`config.mk`:
```
export PLATFORM = sky130hd
export DESIGN_NAME = spi_log_framer
export DESIGN_NICKNAME = d
export VERILOG_FILES = /design/src/rtl/spi_log_pkg.sv /design/src/rtl/fifo_sync.sv /design/src/rtl/spi_log_framer.sv
export SDC_FILE = /design/constraint.sdc
export NUM_CORES = 2
export LEC_CHECK = 0
export CAP_MARGIN = 20
export CELL_PAD_IN_SITES_DETAIL_PLACEMENT = 1
export CELL_PAD_IN_SITES_GLOBAL_PLACEMENT = 1
export CORE_MARGIN = 1
export CORE_UTILIZATION = 51
export DETAILED_ROUTE_END_ITERATION = 7
export PLACE_DENSITY_LB_ADDON = 0.1
export SETUP_SLACK_MARGIN = 0.5
export SYNTH_ARGS = -nofsm -noshare
export SYNTH_HDL_FRONTEND = slang
export SYNTH_HIERARCHICAL = 1
export SYNTH_SLANG_ARGS = --single-unit
```
`constraint.sdc`:
```
create_clock -name clk -period 6.9 [get_ports clk]
set_clock_uncertainty 0.1 [all_clocks]
set_input_delay 1.725 -clock clk [delete_from_list [all_inputs] [get_ports clk]]
set_output_delay 1.725 -clock clk [all_outputs]
set_load 0.01 [all_outputs]
```
`src/rtl/spi_log_pkg.sv`:
```
// Shared constants and helpers for the SPI bus log framer.
package spi_log_pkg;

  localparam logic [1:0] MODE_RAW  = 2'd0;
  localparam logic [1:0] MODE_PAIR = 2'd1;
  localparam logic [1:0] MODE_TXN  = 2'd2;
  localparam logic [1:0] MODE_RSVD = 2'd3;

  // Staging buffer holds the longest record (TXN with 4 address bytes = 7).
  localparam int STAGE_BYTES = 8;

  // Number of bytes a record occupies for a given mode; 0 means "no record".
  function automatic logic [3:0] rec_len(input logic [1:0] m, input int addr_bytes);
    case (m)
      MODE_RAW:  rec_len = 4'd1;
      MODE_PAIR: rec_len = 4'd4;
      MODE_TXN:  rec_len = 4'(3 + addr_bytes);
      default:   rec_len = 4'd0;
    endcase
  endfunction

endpackage

```
`src/rtl/fifo_sync.sv`:
```
// Single-clock byte FIFO with occupancy count; pointers wrap modulo DEPTH.
module fifo_sync #(
  parameter int WIDTH = 8,
  parameter int DEPTH = 16
) (
  input  logic                       clk,
  input  logic                       reset,
  input  logic                       push,
  input  logic [WIDTH-1:0]           wdata,
  input  logic                       pop,
  output logic [WIDTH-1:0]           rdata,
  output logic [$clog2(DEPTH):0]     level,
  output logic                       full,
  output logic                       empty
);

  localparam int AW = $clog2(DEPTH);
  localparam int LW = AW + 1;

  logic [WIDTH-1:0] mem [DEPTH];
  logic [AW-1:0]    wr_ptr;
  logic [AW-1:0]    rd_ptr;
  logic [LW-1:0]    count;
  logic             do_push;
  logic             do_pop;

  // Guard against writes when full and reads when empty.
  assign do_push = push && !full;
  assign do_pop  = pop && !empty;

  assign rdata = mem[rd_ptr];
  assign level = count;
  assign full  = (count == LW'(DEPTH));
  assign empty = (count == LW'(0));

  // Storage array; contents need no reset since count gates visibility.
  always_ff @(posedge clk) begin
    if (do_push) begin
      mem[wr_ptr] <= wdata;
    end
  end

  // Pointer and occupancy bookkeeping; push+pop together leaves level unchanged.
  always_ff @(posedge clk or posedge reset) begin
    if (reset) begin
      wr_ptr <= '0;
      rd_ptr <= '0;
      count  <= '0;
    end else begin
      if (do_push) begin
        wr_ptr <= wr_ptr + AW'(1);
      end
      if (do_pop) begin
        rd_ptr <= rd_ptr + AW'(1);
      end
      case ({do_push, do_pop})
        2'b10:   count <= count + LW'(1);
        2'b01:   count <= count - LW'(1);
        default: count <= count;
      endcase
    end
  end

endmodule

```
`src/rtl/spi_log_framer.sv`:
```
// Formats decoded SPI bytes into fixed-layout records, buffers them in a
// byte FIFO and drains them to the serial transmit port under ready.
module spi_log_framer
  import spi_log_pkg::*;
#(
  parameter int DEPTH      = 512,
  parameter int ADDR_BYTES = 3,
  parameter int MAX_BYTES  = 16
) (
  input  logic                     clk,
  input  logic                     reset,
  input  logic                     enable,
  input  logic [1:0]               mode,
  input  logic                     spi_cs,
  input  logic                     spi_rx_strobe,
  input  logic                     spi_rx_cmd,
  input  logic [7:0]               spi_rx_data,
  input  logic [7:0]               spi_rx_miso,
  input  logic                     uart_txd_ready,
  output logic [7:0]               uart_txd,
  output logic                     uart_txd_strobe,
  output logic [15:0]              overflow_count,
  output logic [$clog2(DEPTH):0]   fifo_level,
  output logic                     busy
);

  localparam int LW = $clog2(DEPTH) + 1;
  localparam int SW = STAGE_BYTES * 8;

  // Transaction tracking state
  logic        cs_prev;
  logic        cs_rise;
  logic [1:0]  txn_mode;
  logic [1:0]  mode_eff;
  logic [15:0] idx;
  logic [15:0] idx_nx;
  logic        cmd_seen;
  logic        cmd_seen_nx;
  logic [7:0]  cmd_byte;
  logic [7:0]  cmd_nx;
  logic [7:0]  addr    [ADDR_BYTES];
  logic [7:0]  addr_nx [ADDR_BYTES];
  logic [15:0] len;

  // Record generation and staging
  logic          gen;
  logic [3:0]    gen_len;
  logic [SW-1:0] gen_rec;
  logic          accept;
  logic [SW-1:0] stage;
  logic [3:0]    stage_cnt;
  logic          push;

  // FIFO side
  logic [7:0]    fifo_rdata;
  logic          fifo_full;
  logic          fifo_empty;
  logic          pop;
  logic [LW-1:0] free_space;

  assign cs_rise = spi_cs && !cs_prev;

  // Next-state of the transaction tracker: the current strobe is folded in
  // first so a byte arriving in the same cycle as CS rise is counted.
  always_comb begin
    idx_nx      = idx;
    cmd_seen_nx = cmd_seen;
    cmd_nx      = cmd_byte;
    mode_eff    = txn_mode;
    for (int i = 0; i < ADDR_BYTES; i++) begin
      addr_nx[i] = addr[i];
    end
    if (spi_rx_strobe) begin
      if (spi_rx_cmd) begin
        idx_nx      = 16'd0;
        cmd_seen_nx = 1'b1;
        cmd_nx      = spi_rx_data;
        mode_eff    = mode;
        for (int i = 0; i < ADDR_BYTES; i++) begin
          addr_nx[i] = 8'd0;
        end
      end else begin
        if (idx != 16'hFFFF) begin
          idx_nx = idx + 16'd1;
        end else begin
          idx_nx = idx;
        end
        // Address bytes land by position, so missing trailing bytes stay 0.
        for (int i = 0; i < ADDR_BYTES; i++) begin
          if (idx == 16'(i)) begin
            addr_nx[i] = spi_rx_data;
          end else begin
            addr_nx[i] = addr[i];
          end
        end
      end
    end else begin
      idx_nx = idx;
    end
  end

  // Data length of a TXN record: bytes beyond the address phase.
  always_comb begin
    if (idx_nx > 16'(ADDR_BYTES)) begin
      len = idx_nx - 16'(ADDR_BYTES);
    end else begin
      len = 16'd0;
    end
  end

  // Build the candidate record for this cycle, first byte in the top lane.
  always_comb begin
    gen     = 1'b0;
    gen_rec = '0;
    gen_len = rec_len(mode_eff, ADDR_BYTES);
    if (enable) begin
      case (mode_eff)
        MODE_RAW: begin
          if (spi_rx_strobe && (spi_rx_cmd || (idx < 16'(ADDR_BYTES)))) begin
            gen               = 1'b1;
            gen_rec[SW-1 -: 8] = spi_rx_data;
          end else begin
            gen = 1'b0;
          end
        end
        MODE_PAIR: begin
          if (spi_rx_strobe && (idx_nx < 16'(MAX_BYTES))) begin
            gen                 = 1'b1;
            gen_rec[SW-1 -: 32] = {idx_nx, spi_rx_data, spi_rx_miso};
          end else begin
            gen = 1'b0;
          end
        end
        MODE_TXN: begin
          if (cs_rise && cmd_seen_nx) begin
            gen                = 1'b1;
            gen_rec[SW-1 -: 8] = cmd_nx;
            for (int i = 0; i < ADDR_BYTES; i++) begin
              gen_rec[SW-9-8*i -: 8] = addr_nx[i];
            end
            gen_rec[SW-9-8*ADDR_BYTES -: 16] = len;
          end else begin
            gen = 1'b0;
          end
        end
        default: gen = 1'b0;
      endcase
    end else begin
      gen = 1'b0;
    end
  end

  // All-or-nothing admission against staging occupancy and FIFO room.
  assign free_space = LW'(DEPTH) - fifo_level;
  assign accept     = gen && (stage_cnt == 4'd0) && !fifo_full &&
                      (free_space >= LW'(gen_len));
  assign push       = (stage_cnt != 4'd0);
  assign pop        = !fifo_empty && uart_txd_ready;
  assign busy       = push || !fifo_empty;

  // Transaction tracker registers; CS rise closes the transaction.
  always_ff @(posedge clk or posedge reset) begin
    if (reset) begin
      cs_prev  <= 1'b1;
      txn_mode <= MODE_RAW;
      idx      <= 16'd0;
      cmd_seen <= 1'b0;
      cmd_byte <= 8'd0;
      for (int i = 0; i < ADDR_BYTES; i++) begin
        addr[i] <= 8'd0;
      end
    end else begin
      cs_prev  <= spi_cs;
      txn_mode <= mode_eff;
      idx      <= idx_nx;
      cmd_seen <= cs_rise ? 1'b0 : cmd_seen_nx;
      cmd_byte <= cmd_nx;
      for (int i = 0; i < ADDR_BYTES; i++) begin
        addr[i] <= addr_nx[i];
      end
    end
  end

  // Staging shift register: load an accepted record, then feed one byte per clock.
  always_ff @(posedge clk or posedge reset) begin
    if (reset) begin
      stage     <= '0;
      stage_cnt <= 4'd0;
    end else if (accept) begin
      stage     <= gen_rec;
      stage_cnt <= gen_len;
    end else if (push) begin
      stage     <= {stage[SW-9:0], 8'd0};
      stage_cnt <= stage_cnt - 4'd1;
    end
  end

  // Dropped-record counter, saturating.
  always_ff @(posedge clk or posedge reset) begin
    if (reset) begin
      overflow_count <= 16'd0;
    end else if (gen && !accept && (overflow_count != 16'hFFFF)) begin
      overflow_count <= overflow_count + 16'd1;
    end
  end

  // Registered transmit port: one strobe per popped byte.
  always_ff @(posedge clk or posedge reset) begin
    if (reset) begin
      uart_txd        <= 8'd0;
      uart_txd_strobe <= 1'b0;
    end else if (pop) begin
      uart_txd        <= fifo_rdata;
      uart_txd_strobe <= 1'b1;
    end else begin
      uart_txd_strobe <= 1'b0;
    end
  end

  fifo_sync #(
    .WIDTH (8),
    .DEPTH (DEPTH)
  ) u_fifo (
    .clk   (clk),
    .reset (reset),
    .push  (push),
    .wdata (stage[SW-1 -: 8]),
    .pop   (pop),
    .rdata (fifo_rdata),
    .level (fifo_level),
    .full  (fifo_full),
    .empty (fifo_empty)
  );

endmodule
```
==> flow_results.org <==
** Logic synthesis
- Post-synthesis sequential element count :: 4253
- Summing the areas of all compound-gate instances in the mapped netlist gives 4.06% of the synthesized area.
- Main combinational cell family by area after synthesis :: multiplexers
- For this run, the leading register cell type out of synthesis is sky130_fd_sc_hd__edfxtp_1.
- In this run, synthesis inferred 4096 flip-flops with an integrated enable.
- Adder-cell share of the synthesized area :: 0.243%
- Average cell area after synthesis :: 20.1 sq um
- Number of distinct library cells after synthesis :: 110
- Syn Nets :: 8426
- For this run, the number of Yosys warnings is 6.
- Netlist area before placement :: 168000 sq um
- Gate count after technology mapping :: around 8400
- The synthesized netlist devotes 0.271% of its cell area to XOR and XNOR gates.
- Multiplexer share of the synthesized area :: 14.5%
- Sequential element share of the synthesized area :: approximately three quarters
- Summing the areas of all and, or, nand and nor instances in the mapped netlist gives 3.18% of the synthesized area.
- Fraction of registers with async set or reset after synthesis :: 3.69%

** Floorplan
- Rows :: 210
- Die outline width :: 576 um
- Io pins :: 61
- The die covers 332000 sq um.
- Y dimension of the die :: 576 um
- The initial utilization of the core area, before any placement, comes to 51.3%.
- The region available for standard cell placement spans 327000 sq um.

** Timing
- Total negative slack for setup checks :: 0 ps
- Headroom to the max-slew limit came out at 1.74%.
- The number of failing hold endpoints at the final stage was 0.
- Final Max Slew Viols :: 0
- Derived from the worst setup path, the maximum achievable clock frequency is 175 MHz.
- Setup violations remaining at the end of the flow were counted as 0.
- The routed design could run at a clock period as short as 5730 ps.
- At the pin with the least slew margin, the transition time is roughly 1500 ps.
- Period Utilization, post-route :: 83.0%
- RSZ-0062 raised after global routing :: no
- Final hold analysis gives a worst-case slack of just over 400 ps.

** Placed design
- Detailed placer's ending HPWL :: 307000 um
- GPL Wtd Cong :: 0.849
- In this run the tool buffered the top-level ports with 60 buffer cells.
- Once placement finished, the instance area stood at between 150000 and 200000 sq um.

** Clock network
- The number of clock buffers added by TritonCTS is 432.
- Clock transition at the registers of the reported paths :: 60 ps
- Latest clock arrival within the worst-skew pair :: 980 ps
- Clk Tree Root Cell :: sky130_fd_sc_hd__clkbuf_16
- Gates resized during post-CTS repair numbered 0.
- Number of H-tree levels :: 5
- The number of hold buffers added after CTS was 0.
- The number of setup buffers added after CTS is 0.
- No sink is reached through more buffers than the 4 on the longest clock path.
- CTS tree :: yes
- Sinks on Clock Net :: 4253

** Detailed routing
- In the final routed layout, each cell accounts on average for 38.1 um.
- After detailed routing, the wire length on met1 is 204000 um.
- Antenna viol nets, final :: 0
- For this run, design rule violations remaining after detail routing come to 0.
- Met2 WL :: 239000 um
- Overall via count from detail_route :: 88660
- Wires add up to 508000 um.
- Before antenna repair, the detailed router went through 6 iterations.
- The highest metal layer carrying signal wires in the routed design is met5.
- Ratio of routed vias to standard cells :: 6.66
- After the first detailed-routing iteration, the DRC count stood at roughly 11000.
- Detailed routing placed a total of 46200 um of wire on met3.

** Worst setup path
- Data arrives at the worst endpoint at 6490 ps.
- The most critical setup path has its startpoint at spi_rx_cmd.
- The worst setup path is of the in -> reg kind.
- The worst setup path is captured at a flop.
- The endpoint identified for the worst register-to-register timing path is uart_txd[4].
- The worst setup path is launched from an input port.
- Data on the critical path is required at its endpoint by 7660 ps.
- Crit-path max FO :: 15
- R2R Setup Slk :: about 1600 ps
- Measured in cells, the most critical reg-to-reg path has a length of 9.
- Worst setup path endpoint :: overflow_count[1]
- The worst register-to-register path begins at u_fifo/rd_ptr[0].

** Global route
- Residual overflow from global routing :: 0
- Largest net degree at the start of global routing :: 201
- The first global-routing pass estimated 711000 um of wire.
- Overall Global Routing Usage :: between 30 and 40%
- Initial antenna violation count :: 33
- Number of global-route vias before repair :: 90157

** Power and ir drop
- Overall power consumption after layout is estimated at 76.9 mW.
- The clock network burns between 30 and 40% of the power.
- Leakage dissipation :: 60.1 nW
- Net switching is 33.9% of the power.
- Sw power :: 26.1 mW
- For this design the ratio of total power to cell area is 410 nW/um^2.
- Pint :: 50.8 mW
- The share of total power dissipated in combinational logic is 30.8%.
- Max IR drop VDD :: approximately 0.28 mV
- Sequential share of power :: 38.8%

** Cells and area
- Synth-to-Final Area Change :: 11.7%
- Total non-filler cell area in the finished layout :: 188000 sq um
- Utilization after layout :: between 50% and 60%
- Combined area of the multi-input logic cells :: 37700 sq um
- FILL cells :: 27928
- Share of layout cells above drive strength 1 :: 21.3%
- Final net count :: between 8000 and 9000
- Across the whole layout, storage elements account for 127000 sq um.

** Outcome
- Outcome :: finished clean

** Hold path
- Worst hold path type :: reg -> reg

** Run
- Number of max-cap violations :: 0
==> worst min-delay path by stage <==
stage          slack, ps  cells past startpoint         startpoint           endpoint
2_1_floorplan        360                      2        cmd_byte[1]        cmd_byte[1]
3_3_place_gp         380                      2        cmd_byte[0]        cmd_byte[0]
3_5_place_dp         390                      1          stage[16]          stage[16]
4_1_cts              400                      1  overflow_count[7]  overflow_count[7]
5_1_grt              430                      1          stage[16]          stage[16]
6_report             400                      1  overflow_count[4]  overflow_count[4]
==> sequential cells by signal (all words and copies together) (netlist names), 4 cells and up <==
name	count
idx	16
u_fifo/rd_ptr	9
u_fifo/level	10
addr	24
cmd_byte	8
overflow_count	16
u_fifo/mem	4096
u_fifo/wr_ptr	9
stage_cnt	4
stage	48
uart_txd	8
==> stage by stage <==
| step | setup slack, ps | std cells |
|---|---|---|
| 6_report | 1170 | 13321 |
| 5_1_grt | 815 | 13316 |
| 4_1_cts | 1160 | 13307 |
| 3_5_place_dp | 124 | 12512 |
| 3_3_place_gp | 62.7 | 12509 |
| 2_1_floorplan | 1340 | 8369 |
==> cell type report <==
cell class | count | area share (%)
well taps | 4346 | 2.90
inverters | 59 | 0.123
clock inverters | 244 | 1.27
clock buffers | 551 | 6.17
repair buffers | 327 | 1.74
multi-input cells | 3531 | 20.1
diodes | 10 | 0.0133
flip-flops and latches | 4253 | 67.7
==> critical path, stage by stage <==
cell and delay [ps]:
sky130_fd_sc_hd__clkdlybuf4s50_1 650, sky130_fd_sc_hd__and2_1 370, sky130_fd_sc_hd__mux2i_1 400, sky130_fd_sc_hd__ha_1 320, sky130_fd_sc_hd__inv_1 70, sky130_fd_sc_hd__ha_1 210
sky130_fd_sc_hd__nor4bb_1 260, sky130_fd_sc_hd__o22ai_1 140, sky130_fd_sc_hd__a311oi_1 460, sky130_fd_sc_hd__nor3_1 120, sky130_fd_sc_hd__nor2_1 510, sky130_fd_sc_hd__o21ai_1 530
sky130_fd_sc_hd__nor2_1 340, sky130_fd_sc_hd__mux2_2 370
==> power groups by stage <==
stage	Clock [mW]	Combinational [mW]	Sequential, mW
floorplan	0	13.5	30.4
global placement	0	23.2	30.3
detailed placement	0	23.4	30.4
CTS	23.7	23.5	29.8
global route	24.5	24.3	29.8
finish	23.3	23.7	29.8
==> synthesized netlist by cell type (18+ instances only) <==
library cell,n,share of area [%]
sky130_fd_sc_hd__o211ai_1,19,0.085
sky130_fd_sc_hd__inv_1,54,0.12
sky130_fd_sc_hd__ha_1,31,0.23
sky130_fd_sc_hd__a31oi_1,25,0.093
sky130_fd_sc_hd__nor3_1,47,0.14
sky130_fd_sc_hd__o21ai_1,20,0.060
sky130_fd_sc_hd__o21ai_0,94,0.28
sky130_fd_sc_hd__mux2i_1,349,2.1
sky130_fd_sc_hd__xor2_1,18,0.094
sky130_fd_sc_hd__nand2_1,249,0.56
sky130_fd_sc_hd__a221oi_1,77,0.40
sky130_fd_sc_hd__buf_4,39,0.17
sky130_fd_sc_hd__mux4_2,873,12
sky130_fd_sc_hd__a2bb2oi_1,21,0.11
sky130_fd_sc_hd__edfxtp_1,4096,73
sky130_fd_sc_hd__nor4_1,28,0.10
sky130_fd_sc_hd__mux2_2,55,0.37
sky130_fd_sc_hd__nand3_1,76,0.23
sky130_fd_sc_hd__a311oi_1,20,0.10
sky130_fd_sc_hd__buf_1,20,0.045
sky130_fd_sc_hd__clkbuf_1,215,0.48
sky130_fd_sc_hd__mux4_1,24,0.38
sky130_fd_sc_hd__o221ai_1,52,0.27
sky130_fd_sc_hd__buf_8,19,0.17
sky130_fd_sc_hd__and2_1,18,0.067
sky130_fd_sc_hd__a22o_1,41,0.21
sky130_fd_sc_hd__nor2_1,608,1.4
sky130_fd_sc_hd__buf_6,58,0.39
sky130_fd_sc_hd__a211oi_1,72,0.32
sky130_fd_sc_hd__nor2b_1,34,0.13
sky130_fd_sc_hd__buf_2,148,0.44
sky130_fd_sc_hd__xnor2_1,34,0.18
sky130_fd_sc_hd__buf_12,24,0.29
sky130_fd_sc_hd__nand4_1,23,0.086
sky130_fd_sc_hd__o22ai_1,107,0.40
sky130_fd_sc_hd__a21oi_1,159,0.47
sky130_fd_sc_hd__dfrtp_1,156,2.3
sky130_fd_sc_hd__a22oi_1,117,0.52
==> metal layers <==
metal | vias up | GRT usage, %
met3 | 767 | 5.82
met2 | 4458 | 48.0
li1 | 35126 | -
met5 | - | 0
met4 | 14 | 9.65
met1 | 48295 | 43.7
==> cells in the final DEF, fill, tap and decap left out, types with 81 or more instances in the layout <==
cell / synthesis / final
sky130_fd_sc_hd__clkinv_1: 5 / 90
sky130_fd_sc_hd__o21ai_0: 94 / 94
sky130_fd_sc_hd__dfrtp_1: 156 / 141
sky130_fd_sc_hd__nand2_1: 249 / 233
sky130_fd_sc_hd__clkbuf_1: 215 / 100
sky130_fd_sc_hd__clkinv_2: 0 / 81
sky130_fd_sc_hd__edfxtp_1: 4096 / 4096
sky130_fd_sc_hd__nor2_1: 608 / 604
sky130_fd_sc_hd__buf_4: 39 / 209
sky130_fd_sc_hd__mux2i_1: 349 / 349
sky130_fd_sc_hd__o22ai_1: 107 / 107
sky130_fd_sc_hd__a22oi_1: 117 / 117
sky130_fd_sc_hd__mux4_2: 873 / 873
sky130_fd_sc_hd__a21oi_1: 159 / 159
sky130_fd_sc_hd__clkbuf_16: 0 / 443
==> cell families after synthesis <==
family	Yosys count
buffers and inverters	585
DFF	4253
AOI/OAI and AO/OA	952
and+or+nand+nor	1194
adders and majority gates	32
muxes	1301
xor gates and xnor gates	52
Note: power is estimated with default switching activity, not from simulation.
